**src/rtl/ysyx_24110015_core_sequencer_if.sv**
```systemverilog
// Handshake bundle between the multicycle sequencer and the IFU/IDU/LSU/WBU/CSR units.
// The master modport is the sequencer side; the slave modport is the datapath side.
interface ysyx_24110015_core_sequencer_if;
  logic       irq;
  logic       ifu_done;
  logic       ifu_err;
  logic       idu_ls;
  logic       idu_store;
  logic       idu_ebreak;
  logic       lsu_done;
  logic       lsu_err;
  logic       ifu_req;
  logic       lsu_req;
  logic       reg_write;
  logic       trap_req;
  logic [4:0] trap_cause;

  modport master (
    input  irq, ifu_done, ifu_err, idu_ls, idu_store, idu_ebreak, lsu_done, lsu_err,
    output ifu_req, lsu_req, reg_write, trap_req, trap_cause
  );

  modport slave (
    output irq, ifu_done, ifu_err, idu_ls, idu_store, idu_ebreak, lsu_done, lsu_err,
    input  ifu_req, lsu_req, reg_write, trap_req, trap_cause
  );
endinterface

```
**src/rtl/ysyx_24110015_core_sequencer.sv**
```systemverilog
// Multicycle instruction sequencer: fetch/data start pulses, commit strobe, trap and halt control.
// Optional performance counters are built when YSYX_24110015_SEQ_PERF_EN is defined.
module ysyx_24110015_core_sequencer #(
  parameter int unsigned TMO_W  = 8,
  parameter int unsigned PERF_W = 32
) (
  input  logic                                clock,
  input  logic                                reset,
  ysyx_24110015_core_sequencer_if.master      bus,
  output logic                                halt,
  output logic [2:0]                          state,
  output logic [PERF_W-1:0]                   cyc_cnt,
  output logic [PERF_W-1:0]                   inst_cnt,
  output logic [PERF_W-1:0]                   stall_cnt
);

  localparam logic [2:0] StIdle      = 3'd0;
  localparam logic [2:0] StFetchReq  = 3'd1;
  localparam logic [2:0] StFetchWait = 3'd2;
  localparam logic [2:0] StExec      = 3'd3;
  localparam logic [2:0] StMemReq    = 3'd4;
  localparam logic [2:0] StMemWait   = 3'd5;
  localparam logic [2:0] StWb        = 3'd6;
  localparam logic [2:0] StTrap      = 3'd7;

  localparam logic [4:0] CauseIfu   = 5'h01;
  localparam logic [4:0] CauseLoad  = 5'h05;
  localparam logic [4:0] CauseStore = 5'h07;
  localparam logic [4:0] CauseIrq   = 5'h1B;

  // Count is 0 in the first wait cycle, so this value marks the (2^TMO_W-1)th wait cycle.
  localparam logic [TMO_W-1:0] TmoLast = {{(TMO_W-1){1'b1}}, 1'b0};

  logic [2:0]       state_q, state_d;
  logic             halt_q, halt_d;
  logic             store_q, store_d;
  logic [4:0]       cause_q, cause_d;
  logic [TMO_W-1:0] tmo_q, tmo_d;
  logic             tmo_hit;

  assign tmo_hit = (tmo_q == TmoLast);

  always_comb begin
    state_d = state_q;
    halt_d  = halt_q;
    store_d = store_q;
    cause_d = cause_q;
    tmo_d   = tmo_q;
    unique case (state_q)
      StIdle: begin
        if (!halt_q) state_d = StFetchReq;
      end
      StFetchReq: begin
        state_d = StFetchWait;
        tmo_d   = '0;
      end
      StFetchWait: begin
        tmo_d = tmo_q + TMO_W'(1);
        if (bus.ifu_done && !bus.ifu_err) begin
          state_d = StExec;
        end else if (bus.ifu_done || tmo_hit) begin
          state_d = StTrap;
          cause_d = CauseIfu;
        end
      end
      StExec: begin
        if (bus.idu_ebreak) begin
          halt_d  = 1'b1;
          state_d = StIdle;
        end else if (bus.idu_ls) begin
          store_d = bus.idu_store;
          state_d = StMemReq;
        end else begin
          state_d = StWb;
        end
      end
      StMemReq: begin
        state_d = StMemWait;
        tmo_d   = '0;
      end
      StMemWait: begin
        tmo_d = tmo_q + TMO_W'(1);
        if (bus.lsu_done && !bus.lsu_err) begin
          state_d = StWb;
        end else if (bus.lsu_done || tmo_hit) begin
          state_d = StTrap;
          cause_d = store_q ? CauseStore : CauseLoad;
        end
      end
      StWb: begin
        // Interrupt is taken only after the current instruction has committed.
        if (bus.irq) begin
          state_d = StTrap;
          cause_d = CauseIrq;
        end else begin
          state_d = StFetchReq;
        end
      end
      StTrap: begin
        state_d = StFetchReq;
      end
      default: begin
        state_d = StIdle;
      end
    endcase
  end

  always_ff @(posedge clock) begin
    if (reset) begin
      state_q <= StIdle;
      halt_q  <= 1'b0;
      store_q <= 1'b0;
      cause_q <= '0;
      tmo_q   <= '0;
    end else begin
      state_q <= state_d;
      halt_q  <= halt_d;
      store_q <= store_d;
      cause_q <= cause_d;
      tmo_q   <= tmo_d;
    end
  end

  // Strobes decode straight from the state, so they are exclusive and last one cycle.
  assign bus.ifu_req    = (state_q == StFetchReq);
  assign bus.lsu_req    = (state_q == StMemReq);
  assign bus.reg_write  = (state_q == StWb);
  assign bus.trap_req   = (state_q == StTrap);
  assign bus.trap_cause = cause_q;
  assign halt           = halt_q;
  assign state          = state_q;

`ifdef YSYX_24110015_SEQ_PERF_EN
  logic [PERF_W-1:0] cyc_q, inst_q, stall_q;

  always_ff @(posedge clock) begin
    if (reset) begin
      cyc_q   <= '0;
      inst_q  <= '0;
      stall_q <= '0;
    end else begin
      if (!halt_q && (state_q != StIdle)) cyc_q <= cyc_q + PERF_W'(1);
      if (state_q == StWb) inst_q <= inst_q + PERF_W'(1);
      if ((state_q == StFetchWait) || (state_q == StMemWait)) stall_q <= stall_q + PERF_W'(1);
    end
  end

  assign cyc_cnt   = cyc_q;
  assign inst_cnt  = inst_q;
  assign stall_cnt = stall_q;
`else
  assign cyc_cnt   = '0;
  assign inst_cnt  = '0;
  assign stall_cnt = '0;
`endif

endmodule

```
**src/flat_wrapper.sv**
```systemverilog
// flat-port wrapper written by rule: the top's interface ports become plain ports
module ysyx_24110015_core_sequencer_flat 
#(
  parameter int unsigned TMO_W  = 8,
  parameter int unsigned PERF_W = 32
)
  (clock, reset, halt, state, cyc_cnt, inst_cnt, stall_cnt, bus_irq, bus_ifu_done, bus_ifu_err, bus_idu_ls, bus_idu_store, bus_idu_ebreak, bus_lsu_done, bus_lsu_err, bus_ifu_req, bus_lsu_req, bus_reg_write, bus_trap_req, bus_trap_cause);
  ysyx_24110015_core_sequencer_if bus_i ();
  input  logic clock;
  input  logic reset;
  output logic halt;
  output logic [2:0] state;
  output logic [PERF_W-1:0] cyc_cnt;
  output logic [PERF_W-1:0] inst_cnt;
  output logic [PERF_W-1:0] stall_cnt;
  input wire logic [$bits(bus_i.irq)-1:0] bus_irq;
  input wire logic [$bits(bus_i.ifu_done)-1:0] bus_ifu_done;
  input wire logic [$bits(bus_i.ifu_err)-1:0] bus_ifu_err;
  input wire logic [$bits(bus_i.idu_ls)-1:0] bus_idu_ls;
  input wire logic [$bits(bus_i.idu_store)-1:0] bus_idu_store;
  input wire logic [$bits(bus_i.idu_ebreak)-1:0] bus_idu_ebreak;
  input wire logic [$bits(bus_i.lsu_done)-1:0] bus_lsu_done;
  input wire logic [$bits(bus_i.lsu_err)-1:0] bus_lsu_err;
  output wire logic [$bits(bus_i.ifu_req)-1:0] bus_ifu_req;
  output wire logic [$bits(bus_i.lsu_req)-1:0] bus_lsu_req;
  output wire logic [$bits(bus_i.reg_write)-1:0] bus_reg_write;
  output wire logic [$bits(bus_i.trap_req)-1:0] bus_trap_req;
  output wire logic [$bits(bus_i.trap_cause)-1:0] bus_trap_cause;
  assign bus_i.irq = bus_irq;
  assign bus_i.ifu_done = bus_ifu_done;
  assign bus_i.ifu_err = bus_ifu_err;
  assign bus_i.idu_ls = bus_idu_ls;
  assign bus_i.idu_store = bus_idu_store;
  assign bus_i.idu_ebreak = bus_idu_ebreak;
  assign bus_i.lsu_done = bus_lsu_done;
  assign bus_i.lsu_err = bus_lsu_err;
  assign bus_ifu_req = bus_i.ifu_req;
  assign bus_lsu_req = bus_i.lsu_req;
  assign bus_reg_write = bus_i.reg_write;
  assign bus_trap_req = bus_i.trap_req;
  assign bus_trap_cause = bus_i.trap_cause;
  ysyx_24110015_core_sequencer #(.TMO_W(TMO_W), .PERF_W(PERF_W)) u_core (.clock(clock), .reset(reset), .bus(bus_i), .halt(halt), .state(state), .cyc_cnt(cyc_cnt), .inst_cnt(inst_cnt), .stall_cnt(stall_cnt));
endmodule
```
**config.mk**
```make
export PLATFORM = sky130hd
export DESIGN_NAME = ysyx_24110015_core_sequencer_flat
export DESIGN_NICKNAME = d
export VERILOG_FILES = /design/src/rtl/ysyx_24110015_core_sequencer_if.sv /design/src/rtl/ysyx_24110015_core_sequencer.sv /design/src/flat_wrapper.sv
export SDC_FILE = /design/constraint.sdc
export NUM_CORES = 1
export LEC_CHECK = 0
export ABC_AREA = 1
export CAP_MARGIN = 30
export CORE_ASPECT_RATIO = 1.2
export CORE_UTILIZATION = 64
export DETAILED_ROUTE_END_ITERATION = 16
export DONT_BUFFER_PORTS = 1
export GPL_TIMING_DRIVEN = 0
export PLACE_DENSITY = 0.8
export SLEW_MARGIN = 15
export SYNTH_ARGS = -nofsm -noshare
export SYNTH_HDL_FRONTEND = slang
export SYNTH_SLANG_ARGS = --single-unit
```
**constraint.sdc**
```tcl
create_clock -name clock -period 1.7 [get_ports clock]
set_clock_uncertainty 0.2 [all_clocks]
set_input_delay 0.17 -clock clock [delete_from_list [all_inputs] [get_ports clock]]
set_output_delay 0.17 -clock clock [all_outputs]
set_load 0.02 [all_outputs]
```
==> results of run 1 <==
## sequential cells by signal (all words and copies together), names as in the netlist
name / flops
u_core.state: 3
u_core.halt: 1
u_core.store_q: 1
u_core.bus.trap_cause: 4
u_core.tmo_q: 8
## layer usage
layer | GRT usage (%) | wire length [µm]
met1 | 19.8 | 1340
met2 | 50.3 | 2300
met3 | 5.94 | 324
met4 | 10.1 | 51
met5 | 0 | 0
## report_power, final
| group | switching [W] | internal, W |
|---|---|---|
| clock | 0.000136 | 0.0000915 |
| sequential | 0.000135 | 0.000491 |
| combinational | 0.000801 | 0.000439 |
| total | 0.00107 | 0.00102 |
## final cells by class
cell class / instances / area [µm²] / share of cell area [%]
timing repair buffer: 7 / 67.6 / 3.01
buffer: 100 / 754 / 33.6
tap: 33 / 41.3 / 1.84
clock buffer: 4 / 26.3 / 1.17
multi-input combinational: 203 / 925 / 41.1
inverter: 20 / 80.1 / 3.56
sequential: 17 / 353 / 15.7
## cells in the mapped netlist, drive strengths merged (2+ instances only)
library cell and number:
buf 99, a21oi 12, ha 2, dfxtp 17, o21ai 8, nor2 24, nand2 36, nand3 12
inv 20, nand4 7
## worst max-delay path by stage
stage / start / cells after the start / endpoint
4_1_cts: u_core.state[2]$_SDFFE_PP0P_ / 3 / bus_trap_req
3_5_place_dp: u_core.state[2]$_SDFFE_PP0P_ / 8 / u_core.bus.trap_cause[2]$_SDFFE_PP0P_
3_3_place_gp: u_core.state[2]$_SDFFE_PP0P_ / 8 / u_core.bus.trap_cause[0]$_SDFFE_PP0P_
2_1_floorplan: u_core.state[2]$_SDFFE_PP0P_ / 8 / u_core.bus.trap_cause[0]$_SDFFE_PP0P_
6_report: u_core.tmo_q[0]$_SDFFE_PP0P_ / 10 / u_core.state[1]$_SDFFE_PP0P_
5_1_grt: u_core.tmo_q[0]$_SDFFE_PP0P_ / 10 / u_core.state[1]$_SDFFE_PP0P_
## cells by family (layout without fill, tap and decap cells)
logic type / after synthesis / in the layout / synth area share [%]
buf+inv: 120 / 131 / 48.3
simple gates: 81 / 81 / 22.1
compound gates: 24 / 24 / 7.86
flops: 17 / 17 / 20.0
fa+ha+maj: 2 / 2 / 1.47
other cells: 1 / 96 / 0.220
## timing repair
item                                    in CTS  in global routing
hold buffers                                 6                  0
endpoints found under the hold margin        5                  0
pin swaps                                    0                  5
gates cloned                                 0                  0
gates resized for setup                      6                 14
endpoints found under the setup margin      14                 14
buffers inserted                             0                  1
## worst max-delay path, cell delays in order (launching register included)
cell	delay, ns
dfxtp_2	0.35
inv_2	0.07
ha_1	0.15
nand2_1	0.08
nor2_1	0.14
nand2_1	0.11
nand2_2	0.13
nand3_1	0.10
inv_1	0.08
nand2_1	0.05
a21oi_1	0.13
## metrics by stage
step           instance area (µm²)  setup TNS [ns]  utilization [%]
2_1_floorplan                 2060               0                -
3_3_place_gp                  2100          -0.341             83.1
6_report                      2250               0             88.9
3_5_place_dp                  2100          -0.477             83.1
4_1_cts                       2200         -0.0272             87.1
5_1_grt                       2250          -0.708             88.9
==> out/results.md, run 1 <==
| Group | Quantity | This run |
|:---|:---|:---|
| status | Run status | finished clean |
| timing | Max frequency | 597 MHz |
| timing | Worst Slack Setup Final | 0.0243 ns |
| clocking | Number of CTS-inserted buffers | 3 |
| pwr | IR Drop Worst-Case VDD | 810 µV |
| finish | Layout net count | 364 |
| die | Total number of placement rows | 20 |
| place | Setup Slack @ Placement | -0.113 ns |
| route | First-iteration detailed-routing DRC count | 51 |
| worst hold path | Kind of path behind the tightest hold check | primary input to register |
| synth | Total of flip-flops plus latches after synthesis | 17 |
| clocking | Clock latency on the worst-skew pair | 0.30 ns |
| timing | Final Hold Viols | 0 |
| grt | Initial antenna violation count | 0 |
| timing | Fin crit period | 1.68 ns |
| synth | EDFF count, synth | 0 |
| setup path | Endpoint of the lowest-slack register-to-register path | u_core.state[1]$_SDFFE_PP0P_ |
| timing | Setup repair after global routing missed its margin | yes |
| setup path | Critical path endpoint category | register |
| synth | Total number of yosys warnings | 0 |
| finish | Leading cell type in the layout, fill and taps excluded | buf_4 |
| place | Routability Congestion | 0.873 |
| route | Vias per std cell | 4.16 |
| die | Area enclosed by the die boundary | 2870 µm² |
| finish | Number of antenna diodes | 0 |
| setup path | Category of the critical setup timing path | register to register |
| synth | Proportion of synthesized chip area in sequential cells | 20.0% |
| setup path | WP data required | 1.72 ns |
| setup path | Startpoint of the worst-slack reg-to-reg timing path | u_core.tmo_q[0]$_SDFFE_PP0P_ |
| finish | Total of fill cells in the finished design | 149 |
| route | Post-detailed-route count of antenna-violating nets | 0 |
| synth | Number of instances in the synthesized netlist | 245 |
| worst hold path | Destination of the worst hold path | u_core.state[0]$_SDFFE_PP0P_ |
| route | DR pass1 iterations | 4 |
| die | DIE HEIGHT | 58.5 µm |
| die | Width of the die | 49.1 µm |
| grt | Remaining global-route overflow | 0 |
| clocking | Clock-pin slew reported for the worst setup and hold paths after clock tree synthesis | 0.10 ns |
| synth | Synthesized cell area | 1700 µm² |
| route | Per-cell routed wire length | 10.5 µm |
| place | Buffers on Ports | 0 |
| grt | Via count of the first global-routing pass | 1,326 |
| setup path | Largest fanout on the critical path | 4 |
| timing | Hold slack final | 0.0284 ns |
| timing | Final Cycle Share | 98.6% |
| finish | Count of placed standard cells in the final layout, fillers left out | 384 |
| setup path | Depth of the most critical reg-to-reg path | 10 |
| synth | Dominant cell type by area after synthesis | buf_4 |
| finish | Share of final-layout standard cells stronger than drive strength 1 | 36.8% |
| pwr | Total power draw | 0.00209 W |
| timing | Number of pins exceeding their max-slew limit in the final report | 0 |
| grt | Wire length of the first global-routing pass | 5350 µm |
| synth | Distinct cell type count of the synthesized netlist | 27 |
| synth | Main flop type after synthesis | dfxtp_1 |
| finish | Area delta synth->final | 32.0% |
| flow run | Max Cap Violations | 0 |
| setup path | Setup slack of the worst register-to-register path | 0.02 ns |
| synth | Yosys top cell area share | 42.8% |
| clocking | Number of buffers on the longest clock path | 2 |
| clocking | Clock tree from TritonCTS | yes |
| route | Total vias in the final route | 1,598 |
| clocking | H-tree depth | 1 |
| setup path | Crit path arrival time | 1.70 ns |
| finish | Most used cells in the layout excluding fill and tap cells | 98 x buf_4, 96 x conb_1, 31 x nand2_1, 17 x nor2_1, 15 x inv_1 |
| die | Initial core utilization | 67.4% |
| grt | Total global routing track utilization | 23.6% |
| clocking | Master cell of the clock root buffer | clkbuf_4 |
| route | Count of unresolved DRC violations after routing | 0 |
| synth | Leading cell types by total area after synthesis | buf_4 43%, dfxtp_1 20%, nand2_1 7.1% |
| clocking | TritonCTS sink count | 17 |
| die | Number of ports placed on the die boundary | 119 |
| synth | Per-instance average area after synthesis | 6.95 µm² |
| worst hold path | Number of cells on the worst hold path | 4 |
| place | Final HPWL DP | 2900 µm |
| die | Total core area | 2530 µm² |
| setup path | Kind of start point of the critical path | register |
| pwr | P_leak | 1.31 nW |
| pwr | Cell Pwr Density | 931 nW/µm² |
| worst hold path | Min-delay src | bus_lsu_err |
| route | Aggregate routed wire length | 4020 µm |
| place | Number of placed instances, taps included | 373 |
| timing | Final setup violating endpoints | 0 |
| grt | Pin count of the biggest net entering global routing | 11 |
| synth | Post-synth ARST share | 0% |
No activity file was read; power rests on OpenSTA's default activity.
==> run 2, diff against run 1 <==
--- a/config.mk
+++ b/config.mk
@@ -9,6 +9,7 @@
 export CAP_MARGIN = 30
 export CORE_ASPECT_RATIO = 1.2
 export CORE_UTILIZATION = 64
+export CTS_BUF_LIST = sky130_fd_sc_hd__clkbuf_8
 export DETAILED_ROUTE_END_ITERATION = 16
 export DONT_BUFFER_PORTS = 1
 export GPL_TIMING_DRIVEN = 0
==> run 2 against run 1 <==
Compared with the run above: utilization up 0.25 points; global-route usage up 1.2 points; clock power up 34%; highest routed layer unchanged.
==> out/results.md, run 2 (same netlist as run 1, synthesis figures left out) <==
| Group | Quantity | This run |
|:---|:---|:---|
| place | Buffers on Ports | 0 |
| pwr | Fraction of power consumed by the clock network | 14.2% |
| finish | Layout net count | 363 |
| timing | Number of pins exceeding their max-slew limit in the final report | 0 |
| finish | Share of final-layout standard cells stronger than drive strength 1 | 36.9% |
| pwr | Cell Pwr Density | 956 nW/µm² |
| finish | Max reg flops | 8 |
| worst hold path | Kind of path behind the tightest hold check | primary input to register |
| grt | Initial antenna violation count | 0 |
| grt | Remaining global-route overflow | 0 |
| finish | Final std cell area, no fill | 2250 µm² |
| status | Run status | finished clean |
| timing | Final Cycle Share | 97.8% |
| flow run | Max Cap Violations | 0 |
| place | Cell area reported after detailed placement | 2100 µm² |
| finish | Total of fill cells in the finished design | 152 |
| clocking | Clock-pin slew reported for the worst setup and hold paths after clock tree synthesis | 0.07 ns |
| route | Count of unresolved DRC violations after routing | 0 |
| setup path | Cell with the largest stage delay on the worst path | dfxtp_2 |
| clocking | Number of buffers on the longest clock path | 2 |
| pwr | Total power draw | 0.00215 W |
| grt | Total global routing track utilization | 24.7% |
| pwr | Logic gate share of total power | 56.8% |
| route | Total vias in the final route | 1,577 |
| grt | Wire length of the first global-routing pass | 5440 µm |
| setup path | Startpoint of the worst-slack reg-to-reg timing path | u_core.tmo_q[0]$_SDFFE_PP0P_ |
| finish | Leading cell type in the layout, fill and taps excluded | buf_4 |
| die | Total number of placement rows | 20 |
| die | Area enclosed by the die boundary | 2870 µm² |
| grt | Via count of the first global-routing pass | 1,334 |
| setup path | Critical path endpoint category | register |
| timing | Fin crit period | 1.66 ns |
| worst hold path | Min-delay src | bus_irq |
| setup path | Number of cells on the critical path | 10 |
| timing | Final setup violating endpoints | 0 |
| clocking | Master cell of the clock root buffer | clkbuf_8 |
| clocking | Number of CTS-inserted buffers | 3 |
| place | Final HPWL DP | 2900 µm |
| setup path | Largest stage delay on the critical path | 0.33 ns |
| finish | Register with the most flip-flops | u_core.tmo_q |
| finish | Area delta synth->final | 32.3% |
| clocking | TritonCTS sink count | 17 |
| die | Initial core utilization | 67.4% |
| timing | Final Hold Viols | 0 |
| timing | Max frequency | 602 MHz |
| setup path | Largest delay contributor family on the critical path | simple AND/OR/NAND/NOR gates |
| pwr | IR Drop Worst-Case VDD | 858 µV |
| pwr | Seq pwr share | 29.0% |
| finish | Number of antenna diodes | 0 |
| pwr | Internal power | 0.00109 W |
| timing | Worst Slack Setup Final | 0.0380 ns |
| clocking | Clock latency on the worst-skew pair | 0.26 ns |
| setup path | Largest fanout on the critical path | 5 |
| setup path | WP data required | 1.69 ns |
| setup path | Depth of the most critical reg-to-reg path | 10 |
| die | Total core area | 2530 µm² |
| place | Setup Slack @ Placement | -0.113 ns |
| route | First-iteration detailed-routing DRC count | 59 |
| clocking | H-tree depth | 1 |
| die | Number of ports placed on the die boundary | 119 |
| route | Per-cell routed wire length | 10.2 µm |
| clocking | Clock tree from TritonCTS | yes |
| die | Width of the die | 49.1 µm |
| setup path | Crit path arrival time | 1.65 ns |
| route | Vias per std cell | 4.12 |
| place | Routability Congestion | 0.873 |
| route | Aggregate routed wire length | 3900 µm |
| route | Post-detailed-route count of antenna-violating nets | 0 |
| pwr | Net load switching power | 0.00107 W |
| worst hold path | Number of cells on the worst hold path | 4 |
| pwr | Net switching share of the total power | 49.6% |
| die | DIE HEIGHT | 58.5 µm |
| pwr | P_leak | 1.31 nW |
| setup path | Setup slack of the worst register-to-register path | 0.04 ns |
| worst hold path | Destination of the worst hold path | u_core.state[2]$_SDFFE_PP0P_ |
| setup path | Buffering stage count on the worst path with inverters included | 2 |
| setup path | Most used cell, CP | nor2_1 |
| setup path | Category of the critical setup timing path | register to register |
| setup path | Endpoint of the lowest-slack register-to-register path | u_core.bus.trap_cause[0]$_SDFFE_PP0P_ |
| setup path | Kind of start point of the critical path | register |
| setup path | CP cell instances | inv_2 > ha_1 > nand2_1 > nor2_1 > nand2_1 > nand2_2 > nand4_4 > inv_2 > nor2_1 > nor2_1 |
| route | DR pass1 iterations | 4 |
| finish | Most used cells in the layout excluding fill and tap cells | 98 x buf_4, 96 x conb_1, 31 x nand2_1, 17 x nor2_1, 16 x inv_1 |
| grt | Pin count of the biggest net entering global routing | 11 |
run 2: through the flow:
| stage | setup TNS, ns | hold slack [ns] | util, % | cells |
|---|---|---|---|---|
| after floorplan | 0 | 0.132 | - | 340 |
| after global placement | -0.341 | 0.148 | 83.1 | 373 |
| after detailed placement | -0.477 | 0.151 | 83.1 | 373 |
| after CTS | 0 | 0.0229 | 88.2 | 383 |
| after global routing | -0.467 | 0.0516 | 89.2 | 383 |
| final | 0 | 0.0192 | 89.2 | 383 |
run 2: power groups by stage:
stage	Sequential [W]	Clock [W]	Combinational, W
CTS	0.000610	0.000297	0.00115
global route	0.000634	0.000321	0.00134
floorplan	0.000592	0	0.000951
detailed placement	0.000607	0	0.00108
finish	0.000625	0.000305	0.00122
global placement	0.000607	0	0.00106
run 2: what timing repair did:
action / 4_1_cts / 5_1_grt
endpoints found under the hold margin: 4 / 0
hold buffers: 5 / 0
endpoints found under the setup margin: 13 / 9
resized for setup: 10 / 9
pin swaps: 2 / 3
buffers inserted: 1 / 0
run 2: per-layer routing:
metal | up-vias | track usage, % | routed length (µm)
met2 | 87 | 54.2 | 2290
met1 | 693 | 19.8 | 1240
li1 | 787 | - | -
met4 | 0 | 10.1 | 53
met5 | - | 0 | 0
met3 | 10 | 6.20 | 324
run 2: worst max path at each step:
| stage | slack [ns] | end | start |
|---|---|---|---|
| 2_1_floorplan | 0.1 | u_core.bus.trap_cause[0]$_SDFFE_PP0P_ | u_core.state[2]$_SDFFE_PP0P_ |
| 3_3_place_gp | -0.1 | u_core.bus.trap_cause[0]$_SDFFE_PP0P_ | u_core.state[2]$_SDFFE_PP0P_ |
| 3_5_place_dp | -0.11 | u_core.bus.trap_cause[2]$_SDFFE_PP0P_ | u_core.state[2]$_SDFFE_PP0P_ |
| 4_1_cts | 0.009 | u_core.bus.trap_cause[0]$_SDFFE_PP0P_ | u_core.tmo_q[0]$_SDFFE_PP0P_ |
| 5_1_grt | -0.09 | u_core.state[1]$_SDFFE_PP0P_ | u_core.tmo_q[0]$_SDFFE_PP0P_ |
| 6_report | 0.04 | u_core.bus.trap_cause[0]$_SDFFE_PP0P_ | u_core.tmo_q[0]$_SDFFE_PP0P_ |
run 2: final cells by class:
cell class | instances | area, µm² | area share (%)
clock inverters | 1 | 3.75 | 0.167
plain buffers | 100 | 754 | 33.5
repair buffers | 6 | 57.6 | 2.55
inverters | 20 | 77.6 | 3.44
clock buffers | 3 | 41.3 | 1.83
flip-flops and latches | 17 | 353 | 15.7
well taps | 33 | 41.3 | 1.83
multi-input cells | 203 | 925 | 41.0
run 2: worst register-to-register path: cells and delay by family (launching register included):
kind                       cells  cell delay (ns)
and+or+nand+nor                7             0.73
DFF                            1             0.33
buffers and inverters          2             0.16
adders and majority gates      1             0.15
==> run 3, diff against run 2 <==
--- a/config.mk
+++ b/config.mk
@@ -8,12 +8,13 @@
 export ABC_AREA = 1
 export CAP_MARGIN = 30
 export CORE_ASPECT_RATIO = 1.2
-export CORE_UTILIZATION = 64
+export CORE_UTILIZATION = 60
 export CTS_BUF_LIST = sky130_fd_sc_hd__clkbuf_8
 export DETAILED_ROUTE_END_ITERATION = 16
 export DONT_BUFFER_PORTS = 1
 export GPL_TIMING_DRIVEN = 0
-export PLACE_DENSITY = 0.8
+export PLACE_DENSITY = 0.79
+export SETUP_SLACK_MARGIN = 0.4
 export SLEW_MARGIN = 15
 export SYNTH_ARGS = -nofsm -noshare
 export SYNTH_HDL_FRONTEND = slang
==> constraint.sdc (replaced) <==
create_clock -name clock -period 1.4 [get_ports clock]
set_clock_uncertainty 0.2 [all_clocks]
set_input_delay 0.14 -clock clock [delete_from_list [all_inputs] [get_ports clock]]
set_output_delay 0.14 -clock clock [all_outputs]
set_load 0.02 [all_outputs]
==> run 3 against run 2 <==
Compared with the run above: the run now fails in 5_1_grt; synthesized cell count unchanged; synthesized area unchanged.
==> out/results.md, run 3 <==
| Group | Quantity | This run |
|:---|:---|:---|
| synth | Post-synth ARST share | 0% |
| synth | Total of flip-flops plus latches after synthesis | 17 |
| synth | Main flop type after synthesis | dfxtp_1 |
| synth | Distinct cell type count of the synthesized netlist | 27 |
| place | Buffers on Ports | 0 |
| die | Width of the die | 50.6 µm |
| synth | Fraction of synthesized cell area in xor and xnor cells | 0% |
| timing | Worst endpoint, post-GRT repair | u_core.bus.trap_cause[0]$_SDFFE_PP0P_/D |
| clocking | H-tree depth | 1 |
| synth | Adder-cell share of the synthesized area | 1.47% |
| synth | Yosys top cell area share | 42.8% |
| status | Tool Error | [ERROR DPL-0038] Utilization greater than 100%, impossible to legalize |
| synth | EDFF count, synth | 0 |
| synth | Dominant cell type by area after synthesis | buf_4 |
| synth | Leading cell types by total area after synthesis | buf_4 43%, dfxtp_1 20%, nand2_1 7.1% |
| die | Number of ports placed on the die boundary | 119 |
| synth | Post-synth top cells | 97 x buf_4, 32 x nand2_1, 20 x nor2_1 |
| synth | Most repeated cell in the gate-level netlist after synthesis | buf_4 |
| timing | Kind of pin the worst path terminates on | sequential cell input |
| status | Fail Step | 5_1_grt |
| clocking | TritonCTS sink count | 17 |
| synth | Synthesized-area fraction occupied by ao, oa, aoi and oai cells | 7.86% |
| status | Run status | aborted with a tool error |
| place | Routability Congestion | 0.960 |
| die | Initial core utilization | 65.4% |
| synth | Per-instance average area after synthesis | 6.95 µm² |
| clocking | Number of buffers on the longest clock path | 2 |
| synth | Proportion of synthesized chip area in sequential cells | 20.0% |
| place | Setup Slack @ Placement | -0.155 ns |
| synth | Total number of yosys warnings | 0 |
| synth | Synthesized cell area | 1700 µm² |
| die | DIE HEIGHT | 60.4 µm |
| synth | Number of instances in the synthesized netlist | 245 |
| clocking | Number of CTS-inserted buffers | 3 |
| clocking | Master cell of the clock root buffer | clkbuf_8 |
| synth | Multiplexer fraction of the synthesized cell area | 0% |
| die | Total number of placement rows | 20 |
| grt | Pin count of the biggest net entering global routing | 11 |
| synth | Largest family of logic cells by synthesized area | buffers and inverters |
| place | Final HPWL DP | 2670 µm |
| synth | Post-Synth Simple-Gate Area | 22.1% |
==> run 3: cell families after synthesis <==
family	Yosys count
buffers and inverters	120
AND/OR/NAND/NOR	81
AO/OA/AOI/OAI	24
flip-flops	17
adder cells (fa/ha/maj)	2
other	1
==> run 3: what timing repair did <==
item | 4_1_cts
setup endpoints to repair | 28
gates resized for setup | 45
hold endpoints to repair | 4
pin swaps | 22
setup buffers | 12
hold buffers | 3
==> run 3: stage by stage <==
step / setup TNS [ns] / util [%] / cells / cell area [µm²]
floorplan: -0.105 / - / 340 / 2110
global placement: -1.40 / 82.8 / 373 / 2160
detailed placement: -1.57 / 82.8 / 373 / 2160
CTS: -1.51 / 95.3 / 392 / 2480
==> run 4, diff against run 3 <==
--- a/config.mk
+++ b/config.mk
@@ -7,14 +7,11 @@
 export LEC_CHECK = 0
 export ABC_AREA = 1
 export CAP_MARGIN = 30
-export CORE_ASPECT_RATIO = 1.2
-export CORE_UTILIZATION = 60
-export CTS_BUF_LIST = sky130_fd_sc_hd__clkbuf_8
+export CORE_UTILIZATION = 40
 export DETAILED_ROUTE_END_ITERATION = 16
 export DONT_BUFFER_PORTS = 1
 export GPL_TIMING_DRIVEN = 0
-export PLACE_DENSITY = 0.79
-export SETUP_SLACK_MARGIN = 0.4
+export PLACE_DENSITY_LB_ADDON = 0.15
 export SLEW_MARGIN = 15
 export SYNTH_ARGS = -nofsm -noshare
 export SYNTH_HDL_FRONTEND = slang
==> constraint.sdc (replaced) <==
create_clock -name clock -period 1.8 [get_ports clock]
set_clock_uncertainty 0.2 [all_clocks]
set_input_delay 0.18 -clock clock [delete_from_list [all_inputs] [get_ports clock]]
set_output_delay 0.18 -clock clock [all_outputs]
set_load 0.02 [all_outputs]
==> run 4 against run 3 <==
Compared with the run above: the run now ends clean.
==> out/results.md, run 4 (same netlist as run 1, synthesis figures left out) <==
| Group | Quantity | This run |
|:---|:---|:---|
| timing | Worst Slack Setup Final | 0.118 ns |
| setup path | CP cell instances | buf_6 > inv_2 > nand2_2 > nor2_1 |
| finish | Leading cell type in the layout, fill and taps excluded | buf_4 |
| finish | Area delta synth->final | 31.7% |
| timing | Max frequency | 594 MHz |
| timing | Final Cycle Share | 93.5% |
| route | Vias per std cell | 3.57 |
| clocking | TritonCTS sink count | 17 |
| place | Final HPWL DP | 2590 µm |
| setup path | WP data required | 1.42 ns |
| setup path | Largest stage delay on the critical path | 0.38 ns |
| finish | Register area | 347 µm² |
| place | Cell area reported after detailed placement | 2120 µm² |
| grt | Total global routing track utilization | 13.4% |
| setup path | Critical path endpoint category | primary output |
| place | Buffers on Ports | 0 |
| setup path | Cell with the largest stage delay on the worst path | nor2_1 |
| clocking | Clock-pin slew reported for the worst setup and hold paths after clock tree synthesis | 0.07 ns |
| route | Total vias in the final route | 1,425 |
| die | Initial core utilization | 42.0% |
| pwr | Internal power | 0.000977 W |
| route | Per-cell routed wire length | 7.71 µm |
| place | Routability Congestion | 0.885 |
| die | Area enclosed by the die boundary | 4520 µm² |
| clocking | Number of buffers on the longest clock path | 2 |
| setup path | Largest delay contributor family on the critical path | simple AND/OR/NAND/NOR gates |
| timing | Fin crit period | 1.68 ns |
| pwr | Net load switching power | 0.000947 W |
| worst hold path | Number of cells on the worst hold path | 3 |
| grt | Initial antenna violation count | 0 |
| place | Setup Slack @ Placement | -0.0775 ns |
| finish | Register with the most flip-flops | u_core.tmo_q |
| route | DR pass1 iterations | 4 |
| setup path | Number of cells on the critical path | 4 |
| route | Post-detailed-route count of antenna-violating nets | 0 |
| setup path | Crit path arrival time | 1.30 ns |
| flow run | Max Cap Violations | 0 |
| route | First-iteration detailed-routing DRC count | 37 |
| pwr | Cell Pwr Density | 858 nW/µm² |
| finish | Multi-input combinational cell area | 908 µm² |
| clocking | Clock tree from TritonCTS | yes |
| grt | Via count of the first global-routing pass | 1,072 |
| route | Count of unresolved DRC violations after routing | 0 |
| pwr | Fraction of power consumed by the clock network | 15.1% |
| pwr | Total power draw | 0.00192 W |
| route | Aggregate routed wire length | 3080 µm |
| pwr | IR Drop Worst-Case VDD | 434 µV |
| finish | Final std cell area, no fill | 2240 µm² |
| pwr | Logic gate share of total power | 54.8% |
| clocking | Master cell of the clock root buffer | clkbuf_8 |
| place | Number of placed instances, taps included | 390 |
| setup path | Kind of start point of the critical path | register |
| timing | Setup repair after global routing missed its margin | yes |
| finish | Count of placed standard cells in the final layout, fillers left out | 399 |
| finish | Number of antenna diodes | 0 |
| grt | Remaining global-route overflow | 0 |
| clocking | Setup Fix Bufs, Post-CTS | 0 |
| timing | Hold slack final | 0.0333 ns |
| die | Width of the die | 67.2 µm |
| timing | Number of pins exceeding their max-slew limit in the final report | 0 |
| finish | Max reg flops | 8 |
| die | Total number of placement rows | 23 |
| finish | Share of final-layout standard cells stronger than drive strength 1 | 35.2% |
| worst hold path | Kind of path behind the tightest hold check | primary input to register |
| grt | Pin count of the biggest net entering global routing | 11 |
| setup path | Largest fanout on the critical path | 9 |
| setup path | Category of the critical setup timing path | register to primary output |
| finish | Most used cells in the layout excluding fill and tap cells | 98 x buf_4, 96 x conb_1, 32 x nand2_1, 19 x nor2_1, 17 x inv_1 |
| clocking | Number of CTS-inserted buffers | 3 |
| clocking | Clock latency on the worst-skew pair | 0.26 ns |
| setup path | Depth of the most critical reg-to-reg path | 8 |
| pwr | Seq pwr share | 30.1% |
| status | Run status | finished clean |
| die | DIE HEIGHT | 67.2 µm |
| die | Number of ports placed on the die boundary | 119 |
| pwr | Net switching share of the total power | 49.2% |
| grt | Wire length of the first global-routing pass | 4620 µm |
| timing | Final Hold Viols | 0 |
| clocking | H-tree depth | 1 |
| finish | Total of fill cells in the finished design | 426 |
| setup path | Buffering stage count on the worst path with inverters included | 2 |
| die | Total core area | 4060 µm² |
| pwr | P_leak | 1.31 nW |
| finish | Layout net count | 362 |
| timing | Final setup violating endpoints | 0 |
-- run 4: cell type report --
type	instances	share of cell area, %
buffer	100	33.5
clock buffer	3	1.84
sequential	17	15.5
tap	50	2.79
multi-input combinational	203	40.5
timing repair buffer	5	2.23
clock inverter	1	0.223
inverter	20	3.46
-- run 4: tightest hold or removal path, stage by stage --
cell and delay [ns]:
nand2_1 0.06, o221ai_1 0.16, a21oi_1 0.05
-- run 4: per-stage QoR --
step	util (%)	setup TNS, ns
after detailed placement	52.3	-0.164
after global routing	55.3	-0.00192
after floorplan	-	0
final	55.3	0
after CTS	54.9	0
after global placement	52.3	-0.114
-- run 4: path summary, 6_finish.rpt --
check                                    start                            to  slack (ns)
setup / recovery  u_core.state[1]$_SDFFE_PP0P_                   bus_ifu_req        0.12
setup reg to reg  u_core.state[1]$_SDFFE_PP0P_  u_core.state[1]$_SDFFE_PP0P_        0.12
hold / removal                    bus_lsu_done  u_core.state[0]$_SDFFE_PP0P_        0.03
hold reg to reg    u_core.store_q$_SDFFE_PP0P_   u_core.store_q$_SDFFE_PP0P_        0.25
-- run 4: what timing repair did --
| item | 4_1_cts | 5_1_grt |
|---|---|---|
| setup endpoints to repair | 7 | 14 |
| hold buffers | 5 | 0 |
| gates cloned | 0 | 0 |
| gates resized for setup | 3 | 7 |
| endpoints found under the hold margin | 4 | 0 |
-- run 4: per-layer routing --
metal	share of wire [%]	global-route usage [%]	wire length [µm]	up-vias
li1	-	-	-	789
met1	38	14.9	1180	573
met2	50	24.5	1550	58
met3	10	4.05	311	5
met4	0.88	3.19	27	0
met5	0	0	0	-
-- run 4: power by group through the flow --
stage | Combinational, W | Sequential [W] | Clock, W
after floorplan | 0.000898 | 0.000559 | 0
after detailed placement | 0.00101 | 0.000578 | 0
after global placement | 0.00101 | 0.000576 | 0
after global routing | 0.00118 | 0.000588 | 0.000318
final | 0.00105 | 0.000579 | 0.000291
after CTS | 0.00103 | 0.000574 | 0.000303
